<file path="src/rtl/ram_req_ctrl_pkg.sv">
// ram_ctrl_pkg: shared types and helpers for the RAM request controller.
//   state_e : controller state (INIT = zero-fill, RUN = serving requests)
//   rsp_t   : one response FIFO entry {err, data}
//   in_range: address range check against the populated RAM size
package ram_ctrl_pkg;

  localparam int unsigned DEF_ADDR_BITS = 12;
  localparam int unsigned DEF_DATA_BITS = 16;
  localparam int unsigned DEF_RAM_SIZE  = 3072;
  localparam int unsigned RSP_DEPTH     = 3;

  typedef enum logic {
    INIT = 1'b0,
    RUN  = 1'b1
  } state_e;

  // Sized by DEF_DATA_BITS; instances must keep DATA_BITS at this value.
  typedef struct packed {
    logic                     err;
    logic [DEF_DATA_BITS-1:0] data;
  } rsp_t;

  function automatic logic in_range(input logic [31:0] addr, input logic [31:0] size);
    return addr < size;
  endfunction

endpackage

</file>
<file path="src/rtl/ram_req_ctrl_if.sv">
// ram_req_ctrl_if: request/response stream plus the RAM strobe bus.
//   slave  : controller side (accepts requests, drives responses and RAM strobes)
//   master : client side (issues requests, consumes responses, models the RAM)
interface ram_req_ctrl_if
  import ram_ctrl_pkg::*;
#(
  parameter int unsigned ADDR_BITS = DEF_ADDR_BITS,
  parameter int unsigned DATA_BITS = DEF_DATA_BITS
);
  logic                 REQ_VALID;
  logic                 REQ_READY;
  logic                 REQ_WRITE;
  logic [ADDR_BITS-1:0] REQ_ADDR;
  logic [DATA_BITS-1:0] REQ_DATA;
  logic                 RSP_VALID;
  logic                 RSP_READY;
  logic [DATA_BITS-1:0] RSP_DATA;
  logic                 RSP_ERR;
  logic                 INIT_DONE;
  logic                 RAM_RST_N;
  logic                 RAM_RDEN;
  logic                 RAM_WREN;
  logic [ADDR_BITS-1:0] RAM_ADDR;
  logic [DATA_BITS-1:0] RAM_WDATA;
  logic [DATA_BITS-1:0] RAM_RDATA;

  modport slave (
    input  REQ_VALID, REQ_WRITE, REQ_ADDR, REQ_DATA, RSP_READY, RAM_RDATA,
    output REQ_READY, RSP_VALID, RSP_DATA, RSP_ERR, INIT_DONE,
           RAM_RST_N, RAM_RDEN, RAM_WREN, RAM_ADDR, RAM_WDATA
  );

  modport master (
    output REQ_VALID, REQ_WRITE, REQ_ADDR, REQ_DATA, RSP_READY, RAM_RDATA,
    input  REQ_READY, RSP_VALID, RSP_DATA, RSP_ERR, INIT_DONE,
           RAM_RST_N, RAM_RDEN, RAM_WREN, RAM_ADDR, RAM_WDATA
  );
endinterface

</file>
<file path="src/rtl/ram_req_ctrl_rsp_fifo.sv">
// rsp_fifo: small in-order FIFO holding read responses.
//   CLK/RST        : clock, synchronous active-high reset (empties the FIFO)
//   push/push_data : enqueue one entry
//   pop            : dequeue the head (ignored when empty)
//   head           : current head entry (valid when count != 0)
//   count          : number of stored entries
module rsp_fifo #(
  parameter  int unsigned DEPTH = 3,
  parameter  int unsigned WIDTH = 17,
  localparam int unsigned CW    = $clog2(DEPTH + 1),
  localparam int unsigned PW    = (DEPTH > 1) ? $clog2(DEPTH) : 1
) (
  input  logic             CLK,
  input  logic             RST,
  input  logic             push,
  input  logic [WIDTH-1:0] push_data,
  input  logic             pop,
  output logic [WIDTH-1:0] head,
  output logic [CW-1:0]    count
);
  logic [DEPTH-1:0][WIDTH-1:0] mem_q, mem_d;
  logic [PW-1:0]               wr_q, wr_d, rd_q, rd_d;
  logic [CW-1:0]               cnt_q, cnt_d;
  logic                        do_push, do_pop;

  // Pointers wrap at DEPTH, which need not be a power of two.
  function automatic logic [PW-1:0] ptr_inc(input logic [PW-1:0] p);
    return (p == PW'(DEPTH - 1)) ? '0 : p + PW'(1);
  endfunction

  // A push into a full FIFO is only honoured when the head leaves the same cycle.
  assign do_pop  = pop && (cnt_q != '0);
  assign do_push = push && ((cnt_q != CW'(DEPTH)) || do_pop);

  always_comb begin
    mem_d = mem_q;
    wr_d  = wr_q;
    rd_d  = rd_q;
    cnt_d = cnt_q;
    if (do_push) begin
      mem_d[wr_q] = push_data;
      wr_d        = ptr_inc(wr_q);
    end
    if (do_pop) rd_d = ptr_inc(rd_q);
    if (do_push && !do_pop)      cnt_d = cnt_q + CW'(1);
    else if (!do_push && do_pop) cnt_d = cnt_q - CW'(1);
  end

  always_ff @(posedge CLK) begin
    if (RST) begin
      mem_q <= '0;
      wr_q  <= '0;
      rd_q  <= '0;
      cnt_q <= '0;
    end else begin
      mem_q <= mem_d;
      wr_q  <= wr_d;
      rd_q  <= rd_d;
      cnt_q <= cnt_d;
    end
  end

  assign head  = mem_q[rd_q];
  assign count = cnt_q;
endmodule

</file>
<file path="src/rtl/ram_req_ctrl.sv">
// ram_req_ctrl: front-end for a single-port synchronous RAM with 1-cycle read latency.
//   CLK, RST : clock and synchronous active-high reset
//   bus      : request stream in, response stream out, RAM strobes out / RAM read data in
// After reset every word is zero-filled (INIT), then requests are served (RUN).
// Out-of-range writes are dropped; out-of-range reads answer {err=1, data=0}.
module ram_req_ctrl
  import ram_ctrl_pkg::*;
#(
  parameter int unsigned ADDR_BITS = DEF_ADDR_BITS,
  parameter int unsigned DATA_BITS = DEF_DATA_BITS,
  parameter int unsigned RAM_SIZE  = DEF_RAM_SIZE
) (
  input  logic           CLK,
  input  logic           RST,
  ram_req_ctrl_if.slave  bus
);
  localparam int unsigned CW = $clog2(RSP_DEPTH + 1);
  localparam int unsigned SW = CW + 1;

  state_e               state_q, state_d;
  logic [ADDR_BITS-1:0] fill_q, fill_d;
  logic                 inflight_q, inflight_d;
  logic                 inflight_err_q, inflight_err_d;
  logic [CW-1:0]        fifo_cnt;
  rsp_t                 push_rsp, head_rsp;
  logic                 accept, addr_ok, rsp_pop;

  assign addr_ok = in_range(32'(bus.REQ_ADDR), RAM_SIZE);

  // Credit check counts the read still waiting on RAM_RDATA, so a full FIFO
  // can never be overrun; uses registered state only.
  assign bus.REQ_READY = (state_q == RUN) &&
                         ((SW'(fifo_cnt) + SW'(inflight_q)) < SW'(RSP_DEPTH));
  assign accept        = bus.REQ_VALID && bus.REQ_READY;
  assign bus.INIT_DONE = (state_q == RUN);
  assign bus.RAM_RST_N = !RST;

  // State register
  always_ff @(posedge CLK) begin
    if (RST) begin
      state_q        <= INIT;
      fill_q         <= '0;
      inflight_q     <= 1'b0;
      inflight_err_q <= 1'b0;
    end else begin
      state_q        <= state_d;
      fill_q         <= fill_d;
      inflight_q     <= inflight_d;
      inflight_err_q <= inflight_err_d;
    end
  end

  // Next state: walk the fill counter over every populated word, then run.
  always_comb begin
    state_d = state_q;
    fill_d  = fill_q;
    if (state_q == INIT) begin
      fill_d = fill_q + ADDR_BITS'(1);
      if (fill_q == ADDR_BITS'(RAM_SIZE - 1)) begin
        state_d = RUN;
        fill_d  = '0;
      end
    end
  end

  // Outputs: RAM strobes and the in-flight read marker.
  always_comb begin
    bus.RAM_RDEN   = 1'b0;
    bus.RAM_WREN   = 1'b0;
    bus.RAM_ADDR   = '0;
    bus.RAM_WDATA  = '0;
    inflight_d     = 1'b0;
    inflight_err_d = 1'b0;
    if (state_q == INIT) begin
      bus.RAM_WREN = 1'b1;
      bus.RAM_ADDR = fill_q;
    end else if (accept) begin
      if (bus.REQ_WRITE) begin
        if (addr_ok) begin
          bus.RAM_WREN  = 1'b1;
          bus.RAM_ADDR  = bus.REQ_ADDR;
          bus.RAM_WDATA = bus.REQ_DATA;
        end
      end else begin
        inflight_d     = 1'b1;
        inflight_err_d = !addr_ok;
        if (addr_ok) begin
          bus.RAM_RDEN = 1'b1;
          bus.RAM_ADDR = bus.REQ_ADDR;
        end
      end
    end
  end

  // RAM_RDATA is valid the cycle after the read strobe; capture it then.
  always_comb begin
    push_rsp.err  = inflight_err_q;
    push_rsp.data = inflight_err_q ? '0 : bus.RAM_RDATA;
  end

  assign rsp_pop = bus.RSP_VALID && bus.RSP_READY;

  rsp_fifo #(
    .DEPTH (RSP_DEPTH),
    .WIDTH ($bits(rsp_t))
  ) u_rsp_fifo (
    .CLK       (CLK),
    .RST       (RST),
    .push      (inflight_q),
    .push_data (push_rsp),
    .pop       (rsp_pop),
    .head      (head_rsp),
    .count     (fifo_cnt)
  );

  // Gate the head so stale storage never shows on an idle response port.
  assign bus.RSP_VALID = (fifo_cnt != '0);
  assign bus.RSP_DATA  = bus.RSP_VALID ? head_rsp.data : '0;
  assign bus.RSP_ERR   = bus.RSP_VALID && head_rsp.err;
endmodule
</file>
<file path="src/flat_wrapper.sv">
// flat-port wrapper written by rule: the top's interface ports become plain ports
module ram_req_ctrl_flat import ram_ctrl_pkg::*;
#(
  parameter int unsigned ADDR_BITS = DEF_ADDR_BITS,
  parameter int unsigned DATA_BITS = DEF_DATA_BITS,
  parameter int unsigned RAM_SIZE  = DEF_RAM_SIZE
)
  (CLK, RST, bus_REQ_VALID, bus_REQ_WRITE, bus_REQ_ADDR, bus_REQ_DATA, bus_RSP_READY, bus_RAM_RDATA, bus_REQ_READY, bus_RSP_VALID, bus_RSP_DATA, bus_RSP_ERR, bus_INIT_DONE, bus_RAM_RST_N, bus_RAM_RDEN, bus_RAM_WREN, bus_RAM_ADDR, bus_RAM_WDATA);
  ram_req_ctrl_if #(.ADDR_BITS(ADDR_BITS), .DATA_BITS(DATA_BITS)) bus_i ();
  input  logic CLK;
  input  logic RST;
  input wire logic [$bits(bus_i.REQ_VALID)-1:0] bus_REQ_VALID;
  input wire logic [$bits(bus_i.REQ_WRITE)-1:0] bus_REQ_WRITE;
  input wire logic [$bits(bus_i.REQ_ADDR)-1:0] bus_REQ_ADDR;
  input wire logic [$bits(bus_i.REQ_DATA)-1:0] bus_REQ_DATA;
  input wire logic [$bits(bus_i.RSP_READY)-1:0] bus_RSP_READY;
  input wire logic [$bits(bus_i.RAM_RDATA)-1:0] bus_RAM_RDATA;
  output wire logic [$bits(bus_i.REQ_READY)-1:0] bus_REQ_READY;
  output wire logic [$bits(bus_i.RSP_VALID)-1:0] bus_RSP_VALID;
  output wire logic [$bits(bus_i.RSP_DATA)-1:0] bus_RSP_DATA;
  output wire logic [$bits(bus_i.RSP_ERR)-1:0] bus_RSP_ERR;
  output wire logic [$bits(bus_i.INIT_DONE)-1:0] bus_INIT_DONE;
  output wire logic [$bits(bus_i.RAM_RST_N)-1:0] bus_RAM_RST_N;
  output wire logic [$bits(bus_i.RAM_RDEN)-1:0] bus_RAM_RDEN;
  output wire logic [$bits(bus_i.RAM_WREN)-1:0] bus_RAM_WREN;
  output wire logic [$bits(bus_i.RAM_ADDR)-1:0] bus_RAM_ADDR;
  output wire logic [$bits(bus_i.RAM_WDATA)-1:0] bus_RAM_WDATA;
  assign bus_i.REQ_VALID = bus_REQ_VALID;
  assign bus_i.REQ_WRITE = bus_REQ_WRITE;
  assign bus_i.REQ_ADDR = bus_REQ_ADDR;
  assign bus_i.REQ_DATA = bus_REQ_DATA;
  assign bus_i.RSP_READY = bus_RSP_READY;
  assign bus_i.RAM_RDATA = bus_RAM_RDATA;
  assign bus_REQ_READY = bus_i.REQ_READY;
  assign bus_RSP_VALID = bus_i.RSP_VALID;
  assign bus_RSP_DATA = bus_i.RSP_DATA;
  assign bus_RSP_ERR = bus_i.RSP_ERR;
  assign bus_INIT_DONE = bus_i.INIT_DONE;
  assign bus_RAM_RST_N = bus_i.RAM_RST_N;
  assign bus_RAM_RDEN = bus_i.RAM_RDEN;
  assign bus_RAM_WREN = bus_i.RAM_WREN;
  assign bus_RAM_ADDR = bus_i.RAM_ADDR;
  assign bus_RAM_WDATA = bus_i.RAM_WDATA;
  ram_req_ctrl #(.ADDR_BITS(ADDR_BITS), .DATA_BITS(DATA_BITS), .RAM_SIZE(RAM_SIZE)) u_core (.CLK(CLK), .RST(RST), .bus(bus_i));
endmodule
</file>
<file path="config.mk">
export PLATFORM = sky130hd
export DESIGN_NAME = ram_req_ctrl_flat
export DESIGN_NICKNAME = d
export VERILOG_FILES = /design/src/rtl/ram_req_ctrl_pkg.sv /design/src/rtl/ram_req_ctrl_if.sv /design/src/rtl/ram_req_ctrl_rsp_fifo.sv /design/src/rtl/ram_req_ctrl.sv /design/src/flat_wrapper.sv
export SDC_FILE = /design/constraint.sdc
export NUM_CORES = 1
export LEC_CHECK = 0
export BUFFER_PORTS_ARGS = -buffer_cell sky130_fd_sc_hd__buf_2
export CAP_MARGIN = 20
export CORE_AREA = 2 2 129 131
export CTS_BUF_LIST = sky130_fd_sc_hd__clkbuf_16
export CTS_CLUSTER_SIZE = 40
export DETAILED_ROUTE_END_ITERATION = 12
export DIE_AREA = 0 0 131 133
export GPL_TIMING_DRIVEN = 0
export PLACE_DENSITY = 0.5
export SYNTH_ARGS = -nofsm -noshare
export SYNTH_HDL_FRONTEND = slang
export SYNTH_HIERARCHICAL = 1
export SYNTH_SLANG_ARGS = --single-unit
</file>
<file path="constraint.sdc">
create_clock -name CLK -period 3.08 [get_ports CLK]
set_input_delay 0.616 -clock CLK [delete_from_list [all_inputs] [get_ports CLK]]
set_output_delay 0.616 -clock CLK [all_outputs]
set_load 0.02 [all_outputs]
</file>
==> metrics.md <==
| Metric | Value |
|---|---|
| Hold Vio Cnt, Final | 0 |
| Fin nets | around 600 |
| Hold WS | approximately 0.47 ns |
| Yosys warns | 6 |
| Full die area | approximately 17000 um2 |
| Die W | about 130 um |
| First-pass iteration count of the detailed router | 4 |
| GRT Total Usage | 0.1317 |
| Switching fraction of total power | 0.2165 |
| Gr ovfl total | 0 |
| Cell taking the most area after synthesis | dfxtp_1 |
| Layout Cells excl Fill | about 770 |
| Placed insts | 754 |
| Crit start category | register |
| Vias in the first global route | ~3.5k |
| Detailed Place HPWL | 8146 um |
| WL/cell | approximately 14 um |
| Post-Place Setup Slack | about 0.38 ns |
| Syn Std Cell Area | a little under 4000 um2 |
| Clock power frac | 0.481 |
| Buffers and inverters on the worst path | 2 |
| Util after Layout | 0.3093 |
| P_leak | around 2.2 nW |
| Yosys reg bits | 72 |
| RSZ-0062 raised after global routing | no |
| Largest net degree at the start of global routing | 12 |
| Clock tree buffer depth | 2 |
| R2r startpoint | u_core/u_rsp_fifo/count[0]$_SDFFE_PP0P_ |
| Post-route DRC violation count | 0 |
| Reg clk slew, reported paths | around 0.06 ns |
| Tcrit/Tclk final | 0.9246 |
| Die Ht | 133 um |
| Rows | 47 |
| Placed inst area | 4711 um2 |
| Area contributors post-synth | dfxtp_1 36%, mux2i_1 17%, nand2b_1 11%, nor2b_1 5.9%, and3_1 2.9% |
| DR vias/cell | approximately 4.4 |
| Crit path DAT | ~2.2 ns |
| Critical Path Max Stage Delay | between 0.7 and 0.8 ns |
| Gpl congestion | approximately 0.8 |
| Setup_tns | 0 ns |
| Vias | approximately 3.4k |
| NetSw | between 400 and 500 uW |
| Worst setup path startpoint | u_core/u_rsp_fifo/count[0]$_SDFFE_PP0P_ |
| Post-DRT Antenna Nets | 0 |
| CTS resizes | 0 |
| Top cell type's share of synthesized area | 0.3649 |
| First-pass GRT wire length | ~18000 um |
| Ys async rst share | 0 |
| Sequential area share after synthesis | 0.3649 |
| CTS Buf Count | 9 |
| Number of synthesized flops with an enable pin | 0 |
| Max Cap Viol | 0 |
| Worst Min Path Start | u_core/u_rsp_fifo/mem_q[4]$_SDFFE_PP0P_ |
| Seq pwr share | 0.459 |
| Max Fclk | approximately 350 MHz |
| Fraction of layout cells with a size suffix above 1 | 0.2359 |
| CP endpoint kind | primary output |
| Combinational power share | 0.059 |
| Core Region | about 16000 um2 |
| Cell-internal power | between 1.5 and 2 mW |
| Initial core utilization | 0.2443 |
| Least-Margin Pin Slew | around 0.97 ns |
| Setup CP Type | register to primary output |
| Initial antenna violation count | 2 |
| CTS tree | built |
| Tmin final | 2.848 ns |
| DRT iter0 DRCs | 92 |
| Critical Path RT | around 2.5 ns |
| H-Tree Depth | 3 |
| Power per cell area | approximately 400 nW/um2 |
| I/O Buffers | slightly below 100 |
| CP top delay family | simple AND/OR/NAND/NOR gates |
| Area growth from synthesis to layout | 26.64% |
| Ys flop type | dfxtp_1 |
| Synth unique cells | 43 |
| Slew Viols, Final | 0 |
| CTS Hold Bufs | 0 |
| Clk root buf | clkbuf_16 |
| Worst min path class | register to register |
| Clk_skew | approximately 0.0094 ns |
| Final Power | a little over 2 mW |
| Slack of the critical path | 0.2321 ns |
| Final setup viols | 0 |
| Number of I/O pins | 100 |
| DRT Wirelength | between 10000 and 15000 um |
| Status | finished, final reports clean |
| Post-route cell area | 5002 um2 |
| Worst vdd ir | ~0.00021 V |
| Syn_nets | 490 |
| Worst rel slew slack | 0.3520 |
| Clock sink count | between 70 and 80 |
| Syn Inst Count | approximately 440 |
| Critical path fanouts, max | 10 |
| Clock Latency Late Sink | approximately 0.33 ns |
| CP max-delay cell | nor2_1 |
| Mapped Avg Cell Area | approximately 9 um2 |
| Worst-path cell chain | nor2_1 -> clkbuf_1 -> nor2b_1 -> buf_2 |
==> power by group through the flow <==
| stage | Combinational, mW | Clock (mW) | Sequential [mW] |
|---|---|---|---|
| floorplan | 0.0708 | 0 | 0.961 |
| global route | 0.135 | 1.06 | 0.943 |
| global placement | 0.122 | 0 | 0.963 |
| finish | 0.122 | 0.989 | 0.944 |
| detailed placement | 0.124 | 0 | 0.964 |
| CTS | 0.125 | 1.02 | 0.943 |
==> cell families after synthesis <==
group                      after synthesis  synth area share
adders and majority gates                4           0.01267
and+or+nand+nor                        198            0.2870
DFF                                     72            0.3649
muxes                                   69            0.1748
AOI/OAI and AO/OA                       45           0.08299
xor gates and xnor gates                11           0.02439
buffers and inverters                   38           0.05321
==> synthesized netlist by cell type (2+ instances only) <==
| library cell | number |
|---|---|
| mux2i_1 | 69 |
| nor3_1 | 6 |
| nand2_1 | 30 |
| buf_2 | 5 |
| nand2b_1 | 70 |
| ha_1 | 4 |
| buf_6 | 5 |
| nand4b_1 | 3 |
| nor2_1 | 20 |
| a21oi_1 | 7 |
| or3_1 | 2 |
| dfxtp_1 | 72 |
| nor2b_1 | 37 |
| buf_4 | 2 |
| inv_1 | 7 |
| a22o_1 | 7 |
| and3_1 | 18 |
| nand3_1 | 4 |
| o21ai_0 | 8 |
| xnor2_1 | 6 |
| clkbuf_1 | 17 |
| xor2_1 | 5 |
| o22ai_1 | 13 |
==> metal layers <==
layer  track usage  up-vias  share of wire
met5             0        -         0.0012
met4       0.04255        2          0.021
met3       0.03720       20          0.063
met2        0.2202       97           0.46
met1        0.1621     1570           0.45
li1              -     1711              -
==> what timing repair did <==
action	CTS	global route
endpoints found under the setup margin	0	20
hold endpoints to repair	0	0
setup buffers	0	1
==> final timing paths <==
check	end	slack [ns]	depth (start not counted)
worst min register to register	u_core/u_rsp_fifo/mem_q[4]$_SDFFE_PP0P_	0.47	2
worst max-delay path	bus_RSP_DATA[9]	0.23	4
worst min-delay path	u_core/u_rsp_fifo/mem_q[4]$_SDFFE_PP0P_	0.47	2
worst max register to register	u_core/u_rsp_fifo/count[1]$_SDFFE_PP0P_	0.50	7
==> sequential cells by signal, summed over array words and instances (netlist names) <==
register                 flops
u_core/fill_q               12
u_core/bus.INIT_DONE         1
u_core/u_rsp_fifo/count      2
u_core/inflight_q            1
u_core/u_rsp_fifo/rd_q       2
u_core/inflight_err_q        1
u_core/u_rsp_fifo/mem_q     51
u_core/u_rsp_fifo/wr_q       2
==> placed cells by master, fill, tap and decap left out, types with 9 or more instances in the layout <==
master / n
buf_2: 102
dfxtp_1: 72
nand2b_1: 70
mux2i_1: 69
nor2b_1: 37
nand2_1: 30
nor2_1: 20
and3_1: 18
clkbuf_1: 17
o22ai_1: 13
inv_1: 10
clkbuf_16: 9
==> cell type report <==
cell class              count  area [um2]
flip-flops and latches     72        1441
plain buffers              30       180.2
inverters                   8       30.03
multi-input cells         327        2298
diodes                      1       2.502
repair buffers             98       493.0
well taps                 220       275.3
clock buffers               9       225.2
fillers                  1721       11170
clock inverters             7       56.30
==> worst register-to-register path, delay by kind of cell (launching register included) <==
| kind | cells | cell delay (ns) |
|---|---|---|
| flip-flops | 1 | 0.38 |
| AO/OA/AOI/OAI | 1 | 0.14 |
| adder cells (fa/ha/maj) | 1 | 0.32 |
| AND/OR/NAND/NOR | 5 | 1.68 |
(Power assumes the default switching activity.)
